`src/rtl/reparam_sampler_pipeline.sv`:
```
// Reparameterization stage of the VAE datapath: z = mu + sigma * eps per
// latent lane. eps is an approximate standard-normal value built from the
// four nibbles of a per-lane 16-bit Galois LFSR (a sum of four uniforms).
// Three registered stages, one sample per cycle, no backpressure.
//
// Handshake: in_valid qualifies mu, sigma and eps_bypass in the same cycle.
// There is no ready, so every in_valid cycle is accepted. out_valid
// qualifies z exactly three edges later. z holds don't-care data while
// out_valid is low.
module reparam_sampler_pipeline #(
  parameter int          N_LATENT = 2,
  parameter int          BITSIZE  = 16,
  parameter int          FRAC     = 8,
  parameter logic [15:0] SEED     = 16'hACE1
) (
  input  logic                        clk,
  input  logic                        reset,
  input  logic                        in_valid,
  input  logic [N_LATENT*BITSIZE-1:0] mu,
  input  logic [N_LATENT*BITSIZE-1:0] sigma,
  input  logic                        eps_bypass,
  input  logic                        seed_load,
  input  logic [BITSIZE-1:0]          seed_in,
  output logic [N_LATENT*BITSIZE-1:0] z,
  output logic                        out_valid
);

  localparam logic signed [BITSIZE-1:0] SAT_MAX = {1'b0, {(BITSIZE-1){1'b1}}};
  localparam logic signed [BITSIZE-1:0] SAT_MIN = {1'b1, {(BITSIZE-1){1'b0}}};

  // The LFSR is always 16 bits wide, whatever the datapath word width.
  logic [15:0] seed16;
  assign seed16 = 16'(seed_in);

  // Per-lane seed: decorrelate lanes with a lane-dependent XOR. An
  // all-zero state would lock the LFSR, so it is replaced by 1.
  function automatic logic [15:0] seed_lane(input logic [15:0] s, input int lane);
    logic [15:0] v;
    v = s ^ 16'(16'h0101 * lane);
    return (v == 16'h0000) ? 16'h0001 : v;
  endfunction

  function automatic logic [15:0] lfsr_step(input logic [15:0] s);
    return s[0] ? ((s >> 1) ^ 16'hB400) : (s >> 1);
  endfunction

  // Nibble sum is 0..60 with mean 30; scaling by 28 gives about +-3.28 in Q8.8.
  function automatic logic signed [BITSIZE-1:0] eps_of(input logic [15:0] s);
    logic [5:0]         sum;
    logic signed [11:0] e;
    sum = 6'(s[3:0]) + 6'(s[7:4]) + 6'(s[11:8]) + 6'(s[15:12]);
    e   = ($signed({6'b000000, sum}) - 12'sd30) * 12'sd28;
    return BITSIZE'(e);
  endfunction

  logic v1, v2;

  // Valid bits travel alongside the data; reset drops everything in flight.
  always_ff @(posedge clk or posedge reset) begin
    if (reset) begin
      v1        <= 1'b0;
      v2        <= 1'b0;
      out_valid <= 1'b0;
    end else begin
      v1        <= in_valid;
      v2        <= v1;
      out_valid <= v2;
    end
  end

  for (genvar i = 0; i < N_LATENT; i++) begin : g_lane
    logic [15:0]                 lfsr;
    logic signed [BITSIZE-1:0]   mu_s1, sig_s1, eps_s1;
    logic signed [BITSIZE-1:0]   mu_s2, prod_s2;
    logic signed [BITSIZE-1:0]   z_s3;
    logic signed [2*BITSIZE-1:0] prod_full, prod_shift;
    logic signed [BITSIZE-1:0]   prod_sat;
    logic signed [BITSIZE:0]     sum_w;
    logic signed [BITSIZE-1:0]   sum_sat;

    // LFSR: a seed load wins over the step; steps only on accepted samples.
    always_ff @(posedge clk or posedge reset) begin
      if (reset)          lfsr <= seed_lane(SEED, i);
      else if (seed_load) lfsr <= seed_lane(seed16, i);
      else if (in_valid)  lfsr <= lfsr_step(lfsr);
    end

    // Stage 1: capture operands and eps drawn from the pre-step LFSR state.
    always_ff @(posedge clk or posedge reset) begin
      if (reset) begin
        mu_s1  <= '0;
        sig_s1 <= '0;
        eps_s1 <= '0;
      end else begin
        mu_s1  <= mu[i*BITSIZE +: BITSIZE];
        sig_s1 <= sigma[i*BITSIZE +: BITSIZE];
        eps_s1 <= eps_bypass ? '0 : eps_of(lfsr);
      end
    end

    // Stage 2 combinational: full product, floor shift back to Qx.FRAC, saturate.
    always_comb begin
      prod_full  = sig_s1 * eps_s1;
      prod_shift = prod_full >>> FRAC;
      if (prod_shift > SAT_MAX)      prod_sat = SAT_MAX;
      else if (prod_shift < SAT_MIN) prod_sat = SAT_MIN;
      else                           prod_sat = prod_shift[BITSIZE-1:0];
    end

    // Stage 2: register the scaled noise together with mu.
    always_ff @(posedge clk or posedge reset) begin
      if (reset) begin
        mu_s2   <= '0;
        prod_s2 <= '0;
      end else begin
        mu_s2   <= mu_s1;
        prod_s2 <= prod_sat;
      end
    end

    // Stage 3 combinational: one-bit-wider add so overflow is visible, then saturate.
    always_comb begin
      sum_w = {mu_s2[BITSIZE-1], mu_s2} + {prod_s2[BITSIZE-1], prod_s2};
      if (sum_w > SAT_MAX)      sum_sat = SAT_MAX;
      else if (sum_w < SAT_MIN) sum_sat = SAT_MIN;
      else                      sum_sat = sum_w[BITSIZE-1:0];
    end

    // Stage 3: output register.
    always_ff @(posedge clk or posedge reset) begin
      if (reset) z_s3 <= '0;
      else       z_s3 <= sum_sat;
    end

    assign z[i*BITSIZE +: BITSIZE] = z_s3;
  end

endmodule

```
`config.mk`:
```
export PLATFORM = sky130hd
export DESIGN_NAME = reparam_sampler_pipeline
export DESIGN_NICKNAME = d
export VERILOG_FILES = /design/src/rtl/reparam_sampler_pipeline.sv
export SDC_FILE = /design/constraint.sdc
export NUM_CORES = 2
export LEC_CHECK = 0
export CAP_MARGIN = 40
export CORE_MARGIN = 4
export CORE_UTILIZATION = 58
export CTS_CLUSTER_SIZE = 40
export DETAILED_ROUTE_END_ITERATION = 10
export HOLD_SLACK_MARGIN = 0.15
export MAX_ROUTING_LAYER = met4
export PLACE_DENSITY_LB_ADDON = 0.1
export SYNTH_ARGS = -nofsm -noshare
export SYNTH_HDL_FRONTEND = slang
export SYNTH_SLANG_ARGS = --single-unit
```
`constraint.sdc`:
```
create_clock -name clk -period 6.7 [get_ports clk]
set_input_delay 1.34 -clock clk [delete_from_list [all_inputs] [get_ports clk]]
set_output_delay 1.34 -clock clk [all_outputs]
set_load 0.1 [all_outputs]
```
# Word-level counts from Yosys, hierarchy flattened
# Index checks and enable logic that the tools add are counted.
[classes]
add_sub_neg = 10
n_mul = 4
n_div = 0
n_lt_le_gt_ge = 8
eq_ne = 0
shift = 0
muxes = 18
n_bitwise = 3
n_reduce_logical = 3
[ops]
columns = ["op", "n"]
rows = [
  ["$mux 16", 18],
  ["$mul 16x16->32", 2],
  ["$gt 24x16->1 const B", 2],
  ["$lt 24x16->1 const B", 2],
  ["$add 16x16->17", 2],
  ["$gt 17x16->1 const B", 2],
  ["$lt 17x16->1 const B", 2],
  ["$logic_not 16->1", 2],
  ["$mul 7x4->10 const B", 2],
  ["$sub 6x5->7 const B", 2],
  ["$add 5x4->6", 2],
  ["$add 6x4->6", 2],
  ["$add 4x4->5", 2],
  ["$not 3->4", 2],
  ["$not 2->2", 1],
  ["$reduce_bool 2->1", 1],
]
[word_totals]
regBits = 227
latch_bits = 0
ramBits = 0
mem_bits_ro = 0
input_bits = 85
output_inout_bits = 33
wordCells = 63
mem_count = 0

# Longest topological paths before layout
[depth]
word_depth = 6
ltp_mapped = 27
mapped_depth_nobuf = 23

# Least setup slack after synthesis
# Ideal clock, no wire load.
[synth_path]
path_type = "register -> register"
startpoint = "register g_lane[1].eps_s1[14]"
endpoint = "register g_lane[1].prod_s2[14]"
setup_time_ps = 118
arrival_time_ps = 6752
required_time_ps = 6582
path_slack_ps = -170
path_stages_with_launch = 24
n_path_buf = 3
period_less_slack_ps = 6870
cell_sequence = "dfrtp_1 > clkbuf_1 > buf_1 > nand2_1 > fa_1 > inv_1 > fa_1 > fa_1 > fa_1 > fa_1 > inv_1 > fa_1 > inv_1 > ha_1 > a21oi_1 > a21oi_1 > o21ai_0 > or3b_1 > a31oi_1 > nand2_1 > a2111oi_0 > a31oi_1 > buf_6 > a21o_1"
[synth_via]
elab_chain_len = 4
word_cells_on_any_way = 5
classes_between = "mul (1); order compare (2); mux (2)"
[synth_rtl]
columns = ["element", "line_no", "rtl"]
rows = [
  ["start: declaration", "73", "logic signed [BITSIZE-1:0] mu_s1, sig_s1, eps_s1;"],
  ["start signal: assignment", "97", "eps_s1 <= eps_bypass ? '0 : eps_of(lfsr);"],
  ["$mul 16x16->32 *", "103", "prod_full = sig_s1 * eps_s1;"],
  ["$lt 24x16->1", "106", "else if (prod_shift < SAT_MIN) prod_sat = SAT_MIN;"],
  ["$mux 16", "106", ""],
  ["$mux 16 *", "105", "if (prod_shift > SAT_MAX) prod_sat = SAT_MAX;"],
  ["named net g_lane[1].prod_sat[14]", "77", "logic signed [BITSIZE-1:0] prod_sat;"],
  ["end signal: assignment", "117", "prod_s2 <= prod_sat;"],
  ["end: declaration", "74", "logic signed [BITSIZE-1:0] mu_s2, prod_s2;"],
]
# The timed path passes the listed nets; every way through them passes the cells marked *.
# A chain may end at the register's enable or synchronous reset.

# Worst setup path in the final report
[layout_path]
startpoint = "register g_lane[1].eps_s1[6]"
endpoint = "register g_lane[1].prod_s2[3]"
# The elaborated chain is that of the path after synthesis.

==> metrics.md <==
| Metric | Value |
|---|---|
| Port Buffers | 117 |
| Worst slew pin tran | 0.856 ns |
| Area leader, netlist | fa_1 |
| Syn avg cell area | 9.78 um^2 |
| Final setup fails | 1 |
| Max_slew headroom | 0.429 |
| Largest family of logic cells by synthesized area | adder cells |
| Min Tclk post-route | 6.71 ns |
| Layout area overhead | 18.9% |
| DR iter-0 viols | 1005 |
| Fraction of registers with async set/reset | 1.00 |
| Synth Cell Area | 27300 um^2 |
| Setup crit end kind | flip-flop |
| Row count | 79 |
| DIE HEIGHT | 225 um |
| Maximum clock frequency | 149 MHz |
| Clk_skew | 0.0227 ns |
| CP max FO | 7 |
| Max Cap Viol | 0 |
| Xor/xnor share of the synthesized area | 0.0402 |
| Yosys reg bits | 215 |
| Hold crit path type | flip-flop to flip-flop |
| Vias per Instance | 5.24 |
| 1st-pass router iterations | 5 |
| Post-placement cell area | 30400 um^2 |
| Placeable Area | 46600 um^2 |
| Root Driver | clkbuf_16 |
| Die X | 225 um |
| Failing checks | negative setup slack |
| Routability cong. | 0.886 |
| IO Pins | 118 |
| Number of synthesized flops with an enable pin | 0 |
| WL final | 60.9 mm |
| WS Path Type | flip-flop to flip-flop |
| Clock Latency Late Sink | 0.56 ns |
| Vias in the first global route | 21000 |
| CTS Buf Count | 26 |
| Syn_nets | 3579 |
| Post-synthesis simple-gate area fraction | 0.123 |
| Post-layout util | 0.696 |
| Distinct cell type count after synthesis | 86 |
| Gr ovfl total | 0 |
| Initial antenna violation count | 2 |
| Compound-gate portion of the synthesized area | 0.0863 |
| Largest net degree at the start of global routing | 140 |
| Top cell type's share of synthesized area | 0.325 |
| Die area | 50500 um^2 |
| Startpoint types | flip-flop |
| Critical Path RT | 7.14 ns |
| Post-route ant nets | 0 |
| Initial Util | 0.586 |
| Worst Setup Slack, final | -0.00551 ns |
| Clock Pin Slew Worst Setup and Hold Paths | 0.06 ns |
| Nets | 3847 |
| Clock sink total | 215 |
| Max Buffers Root-to-Sink | 3 |
| RSZ-0062 raised after global routing | yes |
| Placed cell count | 3595 |
| Cts hold-fix bufs | 0 |
| Final hold vios | 0 |
| Top FF cell, synth | dfrtp_1 |
| CTS H-tree depth | 1 |
| Drt wl/cell | 16.5 um |
| Arrival time of the worst setup path | 7.14 ns |
| Outcome | finished with violations |
| CTS tree | yes |
| Total track usage | 0.254 |
| Global-route wire length before repair | 103 mm |
| Adder-Cell Fraction of Synth Area | 0.446 |
| Final period util | 1.00 |
| DRC violations left | 0 |
| Max Slew Vio Count | 0 |
| Seq/Total Area, Yosys | 0.198 |
| Post-route design area | 32400 um^2 |
| Fraction of layout cells with a size suffix above 1 | 0.146 |
| Yosys warnings | 0 |
| Syn Inst Count | 2788 |
| DP HPWL | 50.5 mm |
| Largest cells by area after synthesis | fa_1, dfrtp_1, ha_1 |
| Pre-CTS WS | -0.154 ns |
| Vias | 19300 |
| Layout Cells excl Fill | 3686 |
| Post-synthesis mux area share | 0.00303 |
## flip-flops by register name (all words and copies together), names as in the netlist
register and cells:
g_lane.mu_s1 32, v1 1, g_lane.z_s3 32, g_lane.lfsr 32
g_lane.eps_s1 20, out_valid 1, g_lane.mu_s2 32, v2 1
g_lane.sig_s1 32, g_lane.prod_s2 32
## metal layers
layer | track usage | wire length, um | up-vias
met5 | - | 0 | -
met3 | 0.0226 | 2270 | 76
met4 | 0.0486 | 1300 | 0
met2 | 0.434 | 30900 | 394
li1 | - | - | 9092
met1 | 0.340 | 26400 | 9754
## cell families after synthesis
logic type      Yosys count
buf+inv                 741
mux                       8
compound gates          340
fa+ha+maj               707
xor+xnor                125
flops                   215
simple gates            652
## cell usage in the layout (no fill, tap or decap), types with 33 or more instances in the layout
cell type / n
nor2b_1: 52
xnor2_1: 80
and2_1: 171
fa_1: 434
buf_8: 33
a21oi_1: 65
o21ai_0: 47
nand2_1: 176
ha_1: 246
buf_4: 166
nor2_1: 115
dfrtp_1: 163
clkdlybuf4s50_1: 116
inv_1: 644
a21o_1: 52
xor2_1: 40
dfrtp_2: 36
## per-stage QoR
step	setup TNS [ns]	hold slack, ns
6_report	-0.00551	0.345
5_1_grt	-4.14	0.358
4_1_cts	0	0.348
3_5_place_dp	-2.65	0.335
3_3_place_gp	-0.661	0.333
2_1_floorplan	0	0.331
## repair_timing
action | 4_1_cts | 5_1_grt
endpoints found under the hold margin | 0 | 0
gates cloned | 1 | 3
endpoints found under the setup margin | 28 | 30
gates resized for setup | 30 | 147
setup buffers | 4 | 34
pin swaps | 11 | 56
## cell type report
cell class / count / area [um^2]
flip-flops and latches: 215 / 5450
repair buffers: 331 / 3160
diodes: 3 / 7.51
multi-input cells: 1833 / 19700
well taps: 607 / 759
inverters: 649 / 2440
clock buffers: 32 / 693
clock inverters: 16 / 190
fillers: 3532 / 14100
## cell usage after synthesis (6+ instances only)
cell	count
inv_1	649
fa_1	442
ha_1	264
dfrtp_1	199
nand2_1	187
and2_1	180
nor2_1	120
xnor2_1	84
a21oi_1	81
clkbuf_1	80
a21o_1	52
nor2b_1	52
o21ai_0	51
xor2_1	41
o21a_1	29
nand2b_1	26
a211oi_1	25
dfstp_2	16
nand3_1	14
nor3_1	14
o21bai_1	12
a31oi_1	11
nand4_1	10
o21ai_1	10
and3_1	7
a211o_1	6
mux2i_1	6
nor4_1	6
o211ai_1	6
or3_1	6
## critical path, stage by stage, from the launching register on
cell and delay (ns):
dfrtp_2 0.45, and2_4 0.16, fa_1 0.52, inv_1 0.06, fa_1 0.50, fa_1 0.51
inv_1 0.05, fa_1 0.46, fa_1 0.54, inv_1 0.06, fa_1 0.53, inv_1 0.07
ha_4 0.27, buf_4 0.12, nand4_1 0.11, a21oi_2 0.18, nand3_4 0.14, o22ai_4 0.25
a2111oi_4 0.11, buf_4 0.15, o31a_2 0.33, a311oi_4 0.36, o41ai_4 0.13, buf_4 0.18
clkbuf_16 0.16, a21o_2 0.18
## final timing paths
path	end	slack, ns	cells past startpoint	startpoint
min in group asynchronous	g_lane[0].z_s3[5]	1.10	2	reset
max in group asynchronous	g_lane[0].sig_s1[10]	4.40	3	reset
setup / recovery	g_lane[1].prod_s2[3]	-0.006	25	g_lane[1].eps_s1[6]
hold / removal	g_lane[0].mu_s2[10]	0.35	0	g_lane[0].mu_s1[10]
hold reg to reg	g_lane[0].mu_s2[10]	0.35	0	g_lane[0].mu_s1[10]
setup reg to reg	g_lane[1].prod_s2[3]	-0.006	25	g_lane[1].eps_s1[6]
Power is not shown: default switching activity piles up to over one toggle a cycle in this logic, so the estimate is an artifact.
